File: src/rtl/udp_gmii_rx.sv
// GMII receive front end: hunts preamble/SFD, writes frame body bytes to the RX FIFO, reports length/status.
// Optional FCS check enabled by defining UDP_GMII_RX_FCS_EN.
module udp_gmii_rx #(
    parameter logic [3:0] P_MINPRE = 4'd2,
    parameter logic [6:0] P_MAXLEN = 7'd127
) (
    input  logic       ARSTN,
    input  logic       TCLK,
    input  logic [7:0] RXD,
    input  logic       RXDV,
    input  logic       RXER,
    output logic [7:0] FIFO_WDAT,
    output logic       FIFO_WEN,
    input  logic       FIFO_FULL,
    output logic       RX_START,
    output logic       RX_END,
    output logic [6:0] RX_LEN,
    output logic       RX_ERR
);

    typedef enum logic [2:0] {ST_IDLE, ST_PREA, ST_BDY, ST_DROP, ST_DONE} state_t;

    state_t     state, state_n;
    logic [7:0] rxd_q;
    logic       dv_q, er_q;
    logic [7:0] b;
    logic [3:0] pre_cnt, pre_cnt_n;
    logic [6:0] byte_cnt, byte_cnt_n;
    logic       err_flag, err_flag_n;
    logic       body_flag, body_flag_n;
    logic       wen_n, start_n, end_n;
    logic       fcs_bad;

    // Transmitter swaps nibbles on the pins; undo it here.
    assign b = {rxd_q[3:0], rxd_q[7:4]};

`ifdef UDP_GMII_RX_FCS_EN
    logic [31:0] crc, crc_n;

    function automatic logic [31:0] crc_byte(input logic [31:0] c, input logic [7:0] d);
        logic [31:0] r;
        r = c ^ {24'h0, d};
        for (int unsigned i = 0; i < 8; i++)
            r = r[0] ? ((r >> 1) ^ 32'hEDB88320) : (r >> 1);
        return r;
    endfunction

    assign fcs_bad = (crc != 32'hDEBB20E3);
`else
    assign fcs_bad = 1'b0;
`endif

    always_ff @(posedge TCLK or negedge ARSTN) begin
        if (!ARSTN) begin
            rxd_q     <= '0;
            dv_q      <= 1'b0;
            er_q      <= 1'b0;
            state     <= ST_IDLE;
            pre_cnt   <= '0;
            byte_cnt  <= '0;
            err_flag  <= 1'b0;
            body_flag <= 1'b0;
            FIFO_WDAT <= '0;
            FIFO_WEN  <= 1'b0;
            RX_START  <= 1'b0;
            RX_END    <= 1'b0;
            RX_LEN    <= '0;
            RX_ERR    <= 1'b0;
`ifdef UDP_GMII_RX_FCS_EN
            crc       <= '1;
`endif
        end else begin
            rxd_q     <= RXD;
            dv_q      <= RXDV;
            er_q      <= RXER;
            state     <= state_n;
            pre_cnt   <= pre_cnt_n;
            byte_cnt  <= byte_cnt_n;
            err_flag  <= err_flag_n;
            body_flag <= body_flag_n;
            FIFO_WEN  <= wen_n;
            RX_START  <= start_n;
            RX_END    <= end_n;
            if (wen_n)
                FIFO_WDAT <= b;
            // Status is latched on entry to ST_DONE; no write happens on that transition.
            if (end_n) begin
                RX_LEN <= byte_cnt_n;
                RX_ERR <= err_flag_n | fcs_bad;
            end
`ifdef UDP_GMII_RX_FCS_EN
            crc       <= crc_n;
`endif
        end
    end

    always_comb begin
        state_n     = state;
        pre_cnt_n   = pre_cnt;
        byte_cnt_n  = byte_cnt;
        err_flag_n  = err_flag;
        body_flag_n = body_flag;
        wen_n       = 1'b0;
        start_n     = 1'b0;
`ifdef UDP_GMII_RX_FCS_EN
        crc_n       = crc;
`endif
        case (state)
            ST_IDLE: begin
                pre_cnt_n   = '0;
                byte_cnt_n  = '0;
                err_flag_n  = 1'b0;
                body_flag_n = 1'b0;
`ifdef UDP_GMII_RX_FCS_EN
                crc_n       = '1;
`endif
                if (dv_q) begin
                    if (b == 8'h55) begin
                        state_n   = ST_PREA;
                        pre_cnt_n = 4'd1;
                    end else begin
                        state_n = ST_DROP;
                    end
                end
            end
            ST_PREA: begin
                if (!dv_q || er_q)
                    state_n = ST_DROP;
                else if (b == 8'h55) begin
                    if (pre_cnt != 4'hF)
                        pre_cnt_n = pre_cnt + 4'd1;
                end else if (b == 8'hD5 && pre_cnt >= P_MINPRE)
                    state_n = ST_BDY;
                else
                    state_n = ST_DROP;
            end
            ST_BDY: begin
                // dv fall takes priority over a simultaneous FIFO_FULL.
                if (!dv_q)
                    state_n = ST_DONE;
                else if (er_q || FIFO_FULL || byte_cnt >= P_MAXLEN) begin
                    err_flag_n  = 1'b1;
                    body_flag_n = 1'b1;
                    state_n     = ST_DROP;
                end else begin
                    wen_n      = 1'b1;
                    start_n    = (byte_cnt == '0);
                    byte_cnt_n = byte_cnt + 7'd1;
`ifdef UDP_GMII_RX_FCS_EN
                    crc_n      = crc_byte(crc, b);
`endif
                end
            end
            ST_DROP: begin
                if (!dv_q)
                    state_n = body_flag ? ST_DONE : ST_IDLE;
            end
            ST_DONE: begin
                pre_cnt_n   = '0;
                byte_cnt_n  = '0;
                err_flag_n  = 1'b0;
                body_flag_n = 1'b0;
`ifdef UDP_GMII_RX_FCS_EN
                crc_n       = '1;
`endif
                state_n     = ST_IDLE;
            end
            default: state_n = ST_IDLE;
        endcase
        end_n = (state_n == ST_DONE);
    end

endmodule
File: config.mk
export PLATFORM = sky130hd
export DESIGN_NAME = udp_gmii_rx
export DESIGN_NICKNAME = d
export VERILOG_FILES = /design/src/rtl/udp_gmii_rx.sv
export SDC_FILE = /design/constraint.sdc
export NUM_CORES = 1
export LEC_CHECK = 0
export ABC_AREA = 1
export CORE_MARGIN = 2
export CORE_UTILIZATION = 26
export DETAILED_ROUTE_END_ITERATION = 12
export GPL_ROUTABILITY_DRIVEN = 0
export PLACE_DENSITY = 0.5
export SETUP_SLACK_MARGIN = 0.02
export SLEW_MARGIN = 20
export SYNTH_ARGS = -nofsm -noshare
export SYNTH_HDL_FRONTEND = slang
export SYNTH_SLANG_ARGS = --single-unit
export TNS_END_PERCENT = 30
File: constraint.sdc
create_clock -name TCLK -period 2.1 [get_ports TCLK]
set_input_delay 0.525 -clock TCLK [delete_from_list [all_inputs] [get_ports TCLK]]
set_output_delay 0.525 -clock TCLK [all_outputs]
set_load 0.005 [all_outputs]
==> impl_metrics.prom <==
# TYPE chip_impl_metric gauge
chip_impl_info{name="status",value="completed"} 1
chip_impl_metric{name="initial_antenna_violation_count",unit=""} 0
chip_impl_metric{name="grt_usage",unit="%"} 11.2
chip_impl_metric{name="max_h_tree_level",unit=""} 2
chip_impl_metric{name="place_worst_setup_slack",unit="ns"} 0.0365
chip_impl_metric{name="multi_input_area",unit="um^2"} 779
chip_impl_info{name="min-delay-path-class",value="in2async"} 1
chip_impl_info{name="clock_tree.root_cell",value="sky130_fd_sc_hd__clkbuf_8"} 1
chip_impl_metric{name="vias",unit=""} 1579
chip_impl_info{name="worst_setup_path_start_kind",value="primary input"} 1
chip_impl_metric{name="timing.reg2reg.setup_slack",unit="ns"} 0.44
chip_impl_metric{name="dieArea",unit="um^2"} 8460
chip_impl_info{name="worst_path_class_setup",value="in2reg"} 1
chip_impl_metric{name="required",unit="ns"} 2.30
chip_impl_metric{name="maximum_number_of_pins_on_one_net_before_global_route_repair",unit=""} 25
chip_impl_metric{name="synth.ff_latch_count",unit=""} 45
chip_impl_metric{name="die_h",unit="um"} 92.0
chip_impl_metric{name="power.leakage",unit="nW"} 1.24
chip_impl_info{name="post-synth-top-area-cell",value="sky130_fd_sc_hd__dfrtp_1"} 1
chip_impl_info{name="leading_cell_type_in_the_layout_fill_and_taps_excluded",value="sky130_fd_sc_hd__nand2_1"} 1
chip_impl_metric{name="die_w",unit="um"} 92.0
chip_impl_metric{name="grt_overflow_total",unit=""} 0
chip_impl_info{name="grt_setup_unrepaired",value="no"} 1
chip_impl_info{name="most-common-layout-cells",value="sky130_fd_sc_hd__nand2_1, sky130_fd_sc_hd__dfrtp_1, sky130_fd_sc_hd__clkdlybuf4s50_1"} 1
chip_impl_metric{name="clock_path_buffers",unit=""} 2
chip_impl_metric{name="clock_sink_count",unit=""} 45
chip_impl_metric{name="placement_rows",unit=""} 32
chip_impl_metric{name="syn_area_per_cell",unit="um^2"} 8.75
chip_impl_metric{name="post_layout_nonfiller_instances",unit=""} 373
chip_impl_metric{name="nets",unit=""} 287
chip_impl_metric{name="detail_route.iter0.violations",unit=""} 79
chip_impl_info{name="tritoncts_clock_tree",value="built"} 1
chip_impl_metric{name="timing.fmax",unit="MHz"} 570
chip_impl_info{name="synth_area_leaders",value="sky130_fd_sc_hd__dfrtp_1, sky130_fd_sc_hd__nand2_1, sky130_fd_sc_hd__inv_1"} 1
chip_impl_metric{name="seq_area",unit="um^2"} 1130
chip_impl_metric{name="synthCells",unit=""} 230
chip_impl_metric{name="slew_viol_final",unit=""} 0
chip_impl_metric{name="ys_warn_count",unit=""} 0
chip_impl_metric{name="boundaryPins",unit=""} 32
chip_impl_metric{name="core_footprint",unit="um^2"} 7610
chip_impl_metric{name="max_slew.worst_pin.slew",unit="ns"} 0.520
chip_impl_metric{name="finalWorstPathRequiredPeriod",unit="ns"} 1.75
chip_impl_metric{name="first_pass_grt_wire_length",unit="mm"} 7.43
chip_impl_metric{name="maxCapViolations",unit=""} 0
chip_impl_metric{name="io_buffers",unit=""} 31
chip_impl_metric{name="postRouteAntennaNets",unit=""} 0
chip_impl_metric{name="initial_utilization",unit="%"} 26.5
chip_impl_metric{name="fraction_of_the_yosys_area_taken_by_sequential_cells",unit="%"} 55.9
chip_impl_metric{name="cts_hold_buf",unit=""} 0
chip_impl_metric{name="synthesis.area",unit="um^2"} 2010
chip_impl_metric{name="finalSetupViolCount",unit=""} 0
chip_impl_metric{name="cts-buffers-inserted",unit=""} 5
chip_impl_metric{name="syn-num-nets",unit=""} 247
chip_impl_metric{name="worst_ep_arrival_time",unit="ns"} 1.95
chip_impl_metric{name="place.detailed.hpwl",unit="mm"} 3.18
chip_impl_metric{name="layout_worst_path_cycle_share",unit="%"} 83.5
chip_impl_metric{name="insertion_delay",unit="ns"} 0.30
chip_impl_metric{name="route.detailed.drc",unit=""} 0
chip_impl_metric{name="clk_pin_slew",unit="ns"} 0.09
chip_impl_metric{name="wirelength",unit="mm"} 4.31
chip_impl_metric{name="drt_pass1_iterations",unit=""} 4
chip_impl_metric{name="irDropWorstVdd",unit="V"} 0.000342
chip_impl_metric{name="finalSetupTns",unit="ns"} 0
chip_impl_metric{name="postLayoutSetupSlackWorst",unit="ns"} 0.347
chip_impl_metric{name="worst-path-max-fanout",unit=""} 6
chip_impl_metric{name="hold_ws",unit="ns"} 0.186
chip_impl_metric{name="detail_route.wl_per_cell",unit="um"} 11.5
chip_impl_info{name="rr_startpoint",value="byte_cnt[0]$_DFF_PN0_"} 1
chip_impl_metric{name="numPlacedInstances",unit=""} 365
chip_impl_metric{name="final_layout_size_suffix_gt1_share",unit="%"} 8.49
chip_impl_metric{name="netlist-cell-type-count",unit=""} 26
chip_impl_metric{name="cellPowerDensity",unit="nW/um^2"} 1010
chip_impl_info{name="r2r_end",value="RX_LEN[2]$_DFFE_PN0N_"} 1
chip_impl_info{name="critPathCaptureType",value="register"} 1
chip_impl_metric{name="synth.top_cell.area_share",unit="%"} 55.9
chip_impl_metric{name="diodes",unit=""} 0
chip_impl_metric{name="areaGrowthSynthToFinish",unit="%"} 28.4
chip_impl_metric{name="timing.reg2reg.worst_path_depth",unit=""} 9
chip_impl_metric{name="final-hold-violation-count",unit=""} 0
chip_impl_metric{name="via_per_inst",unit=""} 4.23
chip_impl_metric{name="report.power.total",unit="W"} 0.00260
chip_impl_metric{name="worst_slew_margin_rel",unit="%"} 65.3
chip_impl_metric{name="cts_repair_resize_count",unit=""} 0
chip_impl_metric{name="post_cts.repair.setup_buffers",unit=""} 0
chip_impl_metric{name="n_fill_cell",unit=""} 812
chip_impl_metric{name="clock_skew",unit="ns"} 0.00486
chip_impl_metric{name="number_of_global_route_vias_before_repair",unit=""} 1542
==> synth_stat cells <==
master,n
sky130_fd_sc_hd__and2_1,1
sky130_fd_sc_hd__inv_2,1
sky130_fd_sc_hd__nor2_2,1
sky130_fd_sc_hd__o21ai_0,10
sky130_fd_sc_hd__nor3_1,5
sky130_fd_sc_hd__a21oi_1,2
sky130_fd_sc_hd__or2_2,2
sky130_fd_sc_hd__inv_4,1
sky130_fd_sc_hd__o21ai_1,5
sky130_fd_sc_hd__dfrtp_1,45
sky130_fd_sc_hd__nand3_1,9
sky130_fd_sc_hd__nand4_1,10
sky130_fd_sc_hd__nor4_2,1
sky130_fd_sc_hd__inv_1,23
sky130_fd_sc_hd__ha_1,4
sky130_fd_sc_hd__nand4_4,1
sky130_fd_sc_hd__xor2_1,2
sky130_fd_sc_hd__nand2_2,2
sky130_fd_sc_hd__nor4_1,2
sky130_fd_sc_hd__a21oi_2,1
sky130_fd_sc_hd__and3_1,1
sky130_fd_sc_hd__nor2_1,15
sky130_fd_sc_hd__nor2_8,1
sky130_fd_sc_hd__buf_6,1
sky130_fd_sc_hd__a21boi_0,1
sky130_fd_sc_hd__nand2_1,83
==> critical path, stage by stage <==
cell and delay (ns):
sky130_fd_sc_hd__clkdlybuf4s50_1 0.42, sky130_fd_sc_hd__nor2_1 0.32, sky130_fd_sc_hd__inv_1 0.12, sky130_fd_sc_hd__nor2_2 0.24
sky130_fd_sc_hd__nand4_1 0.16, sky130_fd_sc_hd__nand3_1 0.12, sky130_fd_sc_hd__nand2_1 0.05
==> registers in the layout (all words and copies together) (netlist names) <==
register	count
byte_cnt	7
RX_LEN	7
pre_cnt	4
RX_END	1
er_q	1
RX_START	1
FIFO_WDAT	8
dv_q	1
state	3
RX_ERR	1
rxd_q	8
err_flag	1
FIFO_WEN	1
body_flag	1
==> area by class of cell <==
type | count | share of cell area, %
clock buffers | 5 | 2.66
clock inverters | 3 | 1.79
inverters | 25 | 3.73
multi-input cells | 159 | 30.2
flip-flops and latches | 45 | 43.6
well taps | 102 | 4.94
repair buffers | 34 | 13.2
==> metal layers <==
metal	track usage [%]	vias to the layer above	wire length [um]
met3	2.47	5	121
met2	17.6	23	2020
met1	14.9	732	2100
met4	4.85	0	65
met5	0	-	0
li1	-	819	-
==> kinds of logic (layout without fill, tap and decap cells) <==
logic type,count (synthesis),in the layout,synth area share [%]
XOR/XNOR,2,2,0.870
buffers and inverters,26,67,5.34
adder cells (fa/ha/maj),4,4,2.49
flip-flops,45,45,55.9
AO/OA/AOI/OAI,19,19,5.03
AND/OR/NAND/NOR,134,134,30.3
==> power by group <==
part	switching, W	internal, W	total [W]
registers	0.000131	0.00105	0.00118
logic	0.000388	0.000362	0.000750
clock network	0.000316	0.000356	0.000673
==> metrics by stage <==
step           area (um^2)  utilization (%)
2_1_floorplan         2010                -
3_3_place_gp          2470             32.5
3_5_place_dp          2470             32.5
4_1_cts               2580             34.0
5_1_grt               2580             34.0
6_report              2580             34.0
==> how the worst max path moves through the flow <==
stage | startpoint | to
floorplan | byte_cnt[0]$_DFF_PN0_ | byte_cnt[3]$_DFF_PN0_
global placement | FIFO_FULL | byte_cnt[3]$_DFF_PN0_
detailed placement | FIFO_FULL | RX_LEN[2]$_DFFE_PN0N_
CTS | FIFO_FULL | RX_LEN[2]$_DFFE_PN0N_
global route | FIFO_FULL | RX_LEN[2]$_DFFE_PN0N_
finish | FIFO_FULL | RX_LEN[2]$_DFFE_PN0N_
Power figures use the tool's default switching activity.
